$ cat config.mk
export PLATFORM = sky130hd
export DESIGN_NAME = uart_loader
export DESIGN_NICKNAME = d
export VERILOG_FILES = /design/src/rtl/uart_loader_pkg.sv /design/src/rtl/uart_loader_tx.sv /design/src/rtl/uart_loader.sv
export SDC_FILE = /design/constraint.sdc
export NUM_CORES = 1
export LEC_CHECK = 0
export BUFFER_PORTS_ARGS = -buffer_cell sky130_fd_sc_hd__buf_2
export CORE_MARGIN = 5
export CORE_UTILIZATION = 55
export CTS_BUF_LIST = sky130_fd_sc_hd__clkbuf_4 sky130_fd_sc_hd__clkbuf_8
export DETAILED_ROUTE_END_ITERATION = 10
export PLACE_DENSITY = 0.76
export SYNTH_ARGS = -nofsm -noshare
export SYNTH_HDL_FRONTEND = slang
export SYNTH_HIERARCHICAL = 1
export SYNTH_SLANG_ARGS = --single-unit
$ cat constraint.sdc
create_clock -name clk -period 6.52 [get_ports clk]
set_input_delay 1.304 -clock clk [delete_from_list [all_inputs] [get_ports clk]]
set_output_delay 1.304 -clock clk [all_outputs]
set_load 0.005 [all_outputs]
$ cat src/rtl/uart_loader_pkg.sv
// Shared constants and helpers for the serial bus loader: frame bytes,
// response codes and the receive-deserialiser state type.
package uart_loader_pkg;

  localparam logic [7:0] LDR_SYNC  = 8'hA5;
  localparam logic [7:0] LDR_CMD_W = 8'h57;
  localparam logic [7:0] LDR_CMD_R = 8'h52;
  localparam logic [7:0] LDR_ACK   = 8'h06;
  localparam logic [7:0] LDR_NAK   = 8'h15;

  typedef enum logic [1:0] {
    RX_IDLE,
    RX_START,
    RX_DATA,
    RX_STOP
  } rx_state_e;

  function automatic logic is_cmd(input logic [7:0] b);
    return (b == LDR_CMD_W) || (b == LDR_CMD_R);
  endfunction

endpackage

$ cat src/rtl/uart_loader_tx.sv
// 8N1 byte serialiser: start bit, 8 data bits LSB first, stop bit, each
// CLK_DIV+1 clocks long. done_o marks the last clock of the stop bit.
module uart_byte_tx #(
  parameter int CLK_DIV = 87
) (
  input  logic       clk,
  input  logic       rst_n,
  input  logic [7:0] data_i,
  input  logic       start_i,
  output logic       tx,
  output logic       done_o
);
  localparam int CW = $clog2(CLK_DIV + 1);

  logic          busy_q, busy_d;
  logic [9:0]    shift_q, shift_d;
  logic [CW-1:0] cnt_q, cnt_d;
  logic [3:0]    bit_q, bit_d;
  logic          bit_end;

  always_ff @(posedge clk or posedge rst_n) begin
    if (rst_n) begin
      busy_q  <= 1'b0;
      shift_q <= '1;
      cnt_q   <= '0;
      bit_q   <= '0;
    end else begin
      busy_q  <= busy_d;
      shift_q <= shift_d;
      cnt_q   <= cnt_d;
      bit_q   <= bit_d;
    end
  end

  always_comb begin
    busy_d  = busy_q;
    shift_d = shift_q;
    cnt_d   = cnt_q;
    bit_d   = bit_q;
    bit_end = busy_q && (cnt_q == CW'(CLK_DIV));
    done_o  = bit_end && (bit_q == 4'd9);
    // Line is forced high whenever idle, so a reset truncates a byte at once.
    tx      = busy_q ? shift_q[0] : 1'b1;
    if (!busy_q) begin
      if (start_i) begin
        busy_d  = 1'b1;
        shift_d = {1'b1, data_i, 1'b0};
        cnt_d   = '0;
        bit_d   = '0;
      end
    end else if (bit_end) begin
      cnt_d   = '0;
      shift_d = {1'b1, shift_q[9:1]};
      bit_d   = bit_q + 4'd1;
      if (bit_q == 4'd9) busy_d = 1'b0;
    end else begin
      cnt_d = cnt_q + CW'(1);
    end
  end

endmodule

$ cat src/rtl/uart_loader.sv
// Serial-host bus initiator: decodes A5/cmd/addr/data frames from rx,
// issues one 32-bit bus write or read, and answers on tx.
module uart_loader
  import uart_loader_pkg::*;
#(
  parameter int CLK_DIV = 87,
  parameter int TIMEOUT = 100000
) (
  input  logic        clk,
  input  logic        rst_n,
  input  logic        rx,
  output logic        tx,
  output logic [31:0] mem_addr_o,
  output logic [31:0] mem_data_o,
  output logic        mem_w_enable_o,
  output logic        mem_r_enable_o,
  input  logic [31:0] mem_data_i,
  output logic        busy_o
);
  localparam int RW = $clog2(CLK_DIV + 1);
  localparam int TW = $clog2(TIMEOUT + 1);

  typedef enum logic [2:0] {
    S_SYNC, S_CMD, S_ADDR, S_DATA, S_BUS, S_RD, S_RESP, S_NAK
  } state_e;

  // Receive path
  logic          rx_s1_q, rx_s2_q, rx_prev_q;
  rx_state_e     rx_st_q, rx_st_d;
  logic [RW-1:0] rx_cnt_q, rx_cnt_d;
  logic [2:0]    rx_bit_q, rx_bit_d;
  logic [7:0]    rx_sh_q, rx_sh_d;
  logic          rx_valid_q, rx_valid_d;
  logic          rx_ferr_q, rx_ferr_d;

  // Command FSM
  state_e        state_q, state_d;
  logic          is_write_q, is_write_d;
  logic [1:0]    byte_cnt_q, byte_cnt_d;
  logic [31:0]   addr_sh_q, addr_sh_d;
  logic [31:0]   data_sh_q, data_sh_d;
  logic [31:0]   mem_addr_q, mem_addr_d;
  logic [31:0]   mem_data_q, mem_data_d;
  logic [31:0]   rdata_q, rdata_d;
  logic [TW-1:0] to_cnt_q, to_cnt_d;
  logic          tx_active_q, tx_active_d;
  logic          tx_start, tx_done;
  logic [7:0]    tx_byte;
  logic          in_frame;

  always_ff @(posedge clk or posedge rst_n) begin
    if (rst_n) begin
      rx_s1_q    <= 1'b1;
      rx_s2_q    <= 1'b1;
      rx_prev_q  <= 1'b1;
      rx_st_q    <= RX_IDLE;
      rx_cnt_q   <= '0;
      rx_bit_q   <= '0;
      rx_sh_q    <= '0;
      rx_valid_q <= 1'b0;
      rx_ferr_q  <= 1'b0;
    end else begin
      rx_s1_q    <= rx;
      rx_s2_q    <= rx_s1_q;
      rx_prev_q  <= rx_s2_q;
      rx_st_q    <= rx_st_d;
      rx_cnt_q   <= rx_cnt_d;
      rx_bit_q   <= rx_bit_d;
      rx_sh_q    <= rx_sh_d;
      rx_valid_q <= rx_valid_d;
      rx_ferr_q  <= rx_ferr_d;
    end
  end

  always_comb begin
    rx_st_d    = rx_st_q;
    rx_cnt_d   = rx_cnt_q;
    rx_bit_d   = rx_bit_q;
    rx_sh_d    = rx_sh_q;
    rx_valid_d = 1'b0;
    rx_ferr_d  = 1'b0;
    case (rx_st_q)
      RX_IDLE: begin
        if (rx_prev_q && !rx_s2_q) begin
          rx_st_d  = RX_START;
          rx_cnt_d = '0;
        end
      end
      RX_START: begin
        // Mid-start re-check rejects glitches shorter than half a bit.
        if (rx_cnt_q == RW'(CLK_DIV / 2)) begin
          rx_cnt_d = '0;
          rx_bit_d = '0;
          rx_st_d  = rx_s2_q ? RX_IDLE : RX_DATA;
        end else begin
          rx_cnt_d = rx_cnt_q + RW'(1);
        end
      end
      RX_DATA: begin
        if (rx_cnt_q == RW'(CLK_DIV)) begin
          rx_cnt_d = '0;
          rx_sh_d  = {rx_s2_q, rx_sh_q[7:1]};
          rx_bit_d = rx_bit_q + 3'd1;
          if (rx_bit_q == 3'd7) rx_st_d = RX_STOP;
        end else begin
          rx_cnt_d = rx_cnt_q + RW'(1);
        end
      end
      default: begin
        if (rx_cnt_q == RW'(CLK_DIV)) begin
          rx_st_d    = RX_IDLE;
          rx_valid_d = rx_s2_q;
          rx_ferr_d  = !rx_s2_q;
        end else begin
          rx_cnt_d = rx_cnt_q + RW'(1);
        end
      end
    endcase
  end

  always_ff @(posedge clk or posedge rst_n) begin
    if (rst_n) begin
      state_q     <= S_SYNC;
      is_write_q  <= 1'b0;
      byte_cnt_q  <= '0;
      addr_sh_q   <= '0;
      data_sh_q   <= '0;
      mem_addr_q  <= '0;
      mem_data_q  <= '0;
      rdata_q     <= '0;
      to_cnt_q    <= '0;
      tx_active_q <= 1'b0;
    end else begin
      state_q     <= state_d;
      is_write_q  <= is_write_d;
      byte_cnt_q  <= byte_cnt_d;
      addr_sh_q   <= addr_sh_d;
      data_sh_q   <= data_sh_d;
      mem_addr_q  <= mem_addr_d;
      mem_data_q  <= mem_data_d;
      rdata_q     <= rdata_d;
      to_cnt_q    <= to_cnt_d;
      tx_active_q <= tx_active_d;
    end
  end

  assign in_frame   = (state_q == S_CMD) || (state_q == S_ADDR) || (state_q == S_DATA);
  assign busy_o     = (state_q != S_SYNC);
  assign mem_addr_o = mem_addr_q;
  assign mem_data_o = mem_data_q;

  always_comb begin
    state_d        = state_q;
    is_write_d     = is_write_q;
    byte_cnt_d     = byte_cnt_q;
    addr_sh_d      = addr_sh_q;
    data_sh_d      = data_sh_q;
    mem_addr_d     = mem_addr_q;
    mem_data_d     = mem_data_q;
    rdata_d        = rdata_q;
    to_cnt_d       = '0;
    tx_active_d    = tx_active_q;
    tx_start       = 1'b0;
    tx_byte        = LDR_NAK;
    mem_w_enable_o = 1'b0;
    mem_r_enable_o = 1'b0;
    if (in_frame) to_cnt_d = rx_valid_q ? '0 : to_cnt_q + TW'(1);

    case (state_q)
      S_SYNC: begin
        byte_cnt_d = '0;
        if (rx_valid_q && rx_sh_q == LDR_SYNC) state_d = S_CMD;
      end
      S_CMD, S_ADDR, S_DATA: begin
        if (rx_valid_q) begin
          if (state_q == S_CMD) begin
            byte_cnt_d = '0;
            is_write_d = (rx_sh_q == LDR_CMD_W);
            state_d    = is_cmd(rx_sh_q) ? S_ADDR : S_NAK;
          end else begin
            byte_cnt_d = byte_cnt_q + 2'd1;
            if (state_q == S_ADDR) addr_sh_d = {rx_sh_q, addr_sh_q[31:8]};
            else                   data_sh_d = {rx_sh_q, data_sh_q[31:8]};
            // Bus outputs only change when a complete frame commits.
            if (byte_cnt_q == 2'd3) begin
              if (state_q == S_ADDR && is_write_q) begin
                state_d = S_DATA;
              end else begin
                state_d    = S_BUS;
                mem_addr_d = addr_sh_d;
                if (is_write_q) mem_data_d = data_sh_d;
              end
            end
          end
        end else if (rx_ferr_q || to_cnt_q >= TW'(TIMEOUT - 1)) begin
          state_d = S_SYNC;
        end
      end
      S_BUS: begin
        mem_w_enable_o = is_write_q;
        mem_r_enable_o = !is_write_q;
        byte_cnt_d     = '0;
        state_d        = is_write_q ? S_RESP : S_RD;
      end
      S_RD: begin
        rdata_d = mem_data_i;
        state_d = S_RESP;
      end
      S_RESP: begin
        tx_byte  = is_write_q ? LDR_ACK : rdata_q[{byte_cnt_q, 3'b000} +: 8];
        tx_start = !tx_active_q;
        if (tx_done) begin
          if (is_write_q || byte_cnt_q == 2'd3) begin
            state_d    = S_SYNC;
            byte_cnt_d = '0;
          end else begin
            byte_cnt_d = byte_cnt_q + 2'd1;
          end
        end
      end
      default: begin
        tx_start = !tx_active_q;
        if (tx_done) state_d = S_SYNC;
      end
    endcase

    if (tx_start)     tx_active_d = 1'b1;
    else if (tx_done) tx_active_d = 1'b0;
  end

  uart_byte_tx #(.CLK_DIV(CLK_DIV)) u_tx (
    .clk    (clk),
    .rst_n  (rst_n),
    .data_i (tx_byte),
    .start_i(tx_start),
    .tx     (tx),
    .done_o (tx_done)
  );

endmodule

==> impl_metrics.ini <==
[timing]
slew_violations = 0
slew_headroom_pct = 33.9
fmax_mhz = 316
setup_ws_ps = 3360
fin_skew_ps = 12.7
rsz0062_at_grt = false
setup_viol = 0
hold_viol = 0
fin_crit_ps = 3160
worstMarginPinSlew_ps = 988
finalSetupTns_ps = 0
fin_crit_sh_pct = 48.5

[placed_design]
place_area_um2 = 10500
post-dp-hpwl_um = 12800
gp_congestion = 0.839
place_ws_ps = 3700
place.port_buffers = 102

[logic_synthesis]
yosysWarnings = 6
syn_area_um2 = 9840
synth_edf_count = 0
synth.avg_cell_area_um2 = 12.3
synth_area_leader_cell = dfrtp_1
ys_ff_latch = 222
synth_cell_types = 68
yosys_most_used_dff = dfrtp_1
yosysMostFrequentCell = dfrtp_1
synth_top_area_share_pct = 53.4
synthCells = 800
yosysSeqAreaShare_pct = 56.6
ys_top_cells_by_area = dfrtp_1 (53%), mux2_2 (14%), mux2i_1 (3.8%)
synthTopCellsByCount = dfrtp_1 (210), mux2_2 (120), nand2_1 (87)
ys_async_sr_fraction_pct = 100
synth_fp_nets = 843

[clock_network]
clkTransAtPathRegs_ps = 60
cts_buffers = 37
tritoncts = done
cts_sinks = 222
cts_hold_buf = 0
h-tree-depth = 2
ctsRootBufferMaster = clkbuf_8
cts-resized-gates = 0
clock_path_buffers = 3
worstSkewPairLatency_ps = 510
cts_setup_buffers = 0

[detailed_routing]
drc = 0
drt_pre_antenna_iters = 5
via_per_inst = 5.50
finalWirelength_um = 19800
ant_nets = 0
vias = 6404
post_drt_wl_per_cell_um = 17.0
drt-initial-drc-count = 482

[worst_setup_path]
critPathBufInv = 1
crit_path_end_kind = primary output
reg2regPathDepth = 11
cp.arrival_ps = 1860
cpPeakStageDelay_ps = 540
cp_num_cells = 3
slowest_stage = dfrtp_1
cp_data_required_time_ps = 5220
crit_fanout = 13
path_cells = or2_2, nor3_1, buf_2
critical-path-top-delay-family = simple AND/OR/NAND/NOR gates
path_class = reg2out
startpoint_type = flop

[grt]
grt_pass1_wl_um = 33500
grt_pass1_vias = 6544
grt_max_degree = 184
grt-ovfl-total = 0
antenna_found_initial = 0
grt_usage_pct = 19.8

[pwr]
p_leak_nw = 5.38
power_w = 0.00291
power_density_nw_per_um2 = 257
ir_worst_vdd_uv = 184

[die]
io_pins = 103
dieArea_um2 = 20700
rows = 49
core_area_um2 = 17800
die_y_um = 144
initial_core_util_pct = 55.3
die_w_um = 144

[cells_and_area]
area_growth_pct = 15.3
design_area_um2 = 11300
antenna_cells = 0
drive_above_1_share_pct = 36.4
num-nets-final = 951

[worst_hold_path]
hold_class = reg2reg
holdPathStages = 0

[status]
status = finished, final reports clean

[flow_run]
drv_cap = 0
-- where the power goes --
part	leakage [nW]	internal (W)	switching (W)
combinational	1.97	0.0000646	0.0000756
clock	0.434	0.000780	0.000534
sequential	2.97	0.00141	0.0000448
total	5.38	0.00226	0.000655
-- cells by family after synthesis --
kind of cell | after synthesis | synth area share, %
xor+xnor | 24 | 2.14
mux | 173 | 20.6
simple gates | 219 | 10.7
compound gates | 97 | 6.28
fa+ha+maj | 8 | 1.02
flops | 222 | 56.6
buf+inv | 57 | 2.68
-- stage by stage --
| stage | instances | util (%) | hold WS (ps) |
|---|---|---|---|
| 2_1_floorplan | 800 | - | 345 |
| 3_3_place_gp | 1098 | 59.2 | 346 |
| 3_5_place_dp | 1098 | 59.2 | 347 |
| 4_1_cts | 1165 | 63.8 | 356 |
| 5_1_grt | 1165 | 63.8 | 360 |
| 6_report | 1165 | 63.8 | 356 |
-- worst reg2reg max path: stages (launching register included) --
cell	delay [ps]
dfrtp_1	390
ha_1	220
nand2_1	90
nor4_1	250
buf_4	240
nand2_1	150
nor3_1	500
nor2b_1	80
o21ai_0	220
o221ai_1	210
o31ai_1	270
o41ai_1	100
-- area by class of cell --
type,count,area [um^2]
Clock buffer,63,767
Clock inverter,4,51.3
Fill cell,1390,6430
Inverter,16,63.8
Multi-Input combinational cell,521,4020
Sequential cell,222,5570
Tap cell,229,287
Timing Repair Buffer,110,583
-- cells in the final DEF, fill, tap and decap left out, types with 10 or more instances in the layout --
master / count
dfrtp_1: 210
mux2_2: 120
buf_2: 102
nand2_1: 87
o21ai_0: 48
clkbuf_8: 47
mux2i_1: 37
nor2_1: 33
nand3_1: 30
xor2_1: 18
clkbuf_4: 16
inv_1: 15
nor2b_1: 12
dfstp_2: 12
a31oi_1: 10
-- sequential cells by signal, summed over array words and instances, names as in the netlist, 2 cells and up --
| name | flops |
|---|---|
| rx_sh_q | 8 |
| rx_st_q | 2 |
| addr_sh_q | 32 |
| rx_bit_q | 3 |
| byte_cnt_q | 2 |
| rx_cnt_q | 7 |
| u_tx/bit_q | 4 |
| u_tx/cnt_q | 7 |
| mem_data_o | 32 |
| state_q | 3 |
| u_tx/shift_q | 9 |
| data_sh_q | 24 |
| to_cnt_q | 17 |
| mem_addr_o | 32 |
| rdata_q | 32 |
-- final timing paths --
check | startpoint | end | slack [ps]
hold / removal | rx_s1_q$_DFF_PP1_ | rx_s2_q$_DFF_PP1_ | 360
hold reg to reg | rx_s1_q$_DFF_PP1_ | rx_s2_q$_DFF_PP1_ | 360
max in group asynchronous | rst_n | rdata_q[9]$_DFFE_PP0P_ | 4400
setup / recovery | state_q[1]$_DFFE_PP0P_ | mem_r_enable_o | 3360
min in group asynchronous | rst_n | to_cnt_q[15]$_DFF_PP0_ | 820
setup reg to reg | u_tx/cnt_q[1]$_DFFE_PP0P_ | state_q[0]$_DFFE_PP0P_ | 3650
-- metal layers --
layer	global-route usage, %	part of all wire [%]	vias up
met1	27.5	45	3198
met2	32.7	50	125
met4	5.10	1.2	0
li1	-	-	3059
met5	0	0	-
met3	3.66	4.4	22
(Power assumes the default switching activity.)
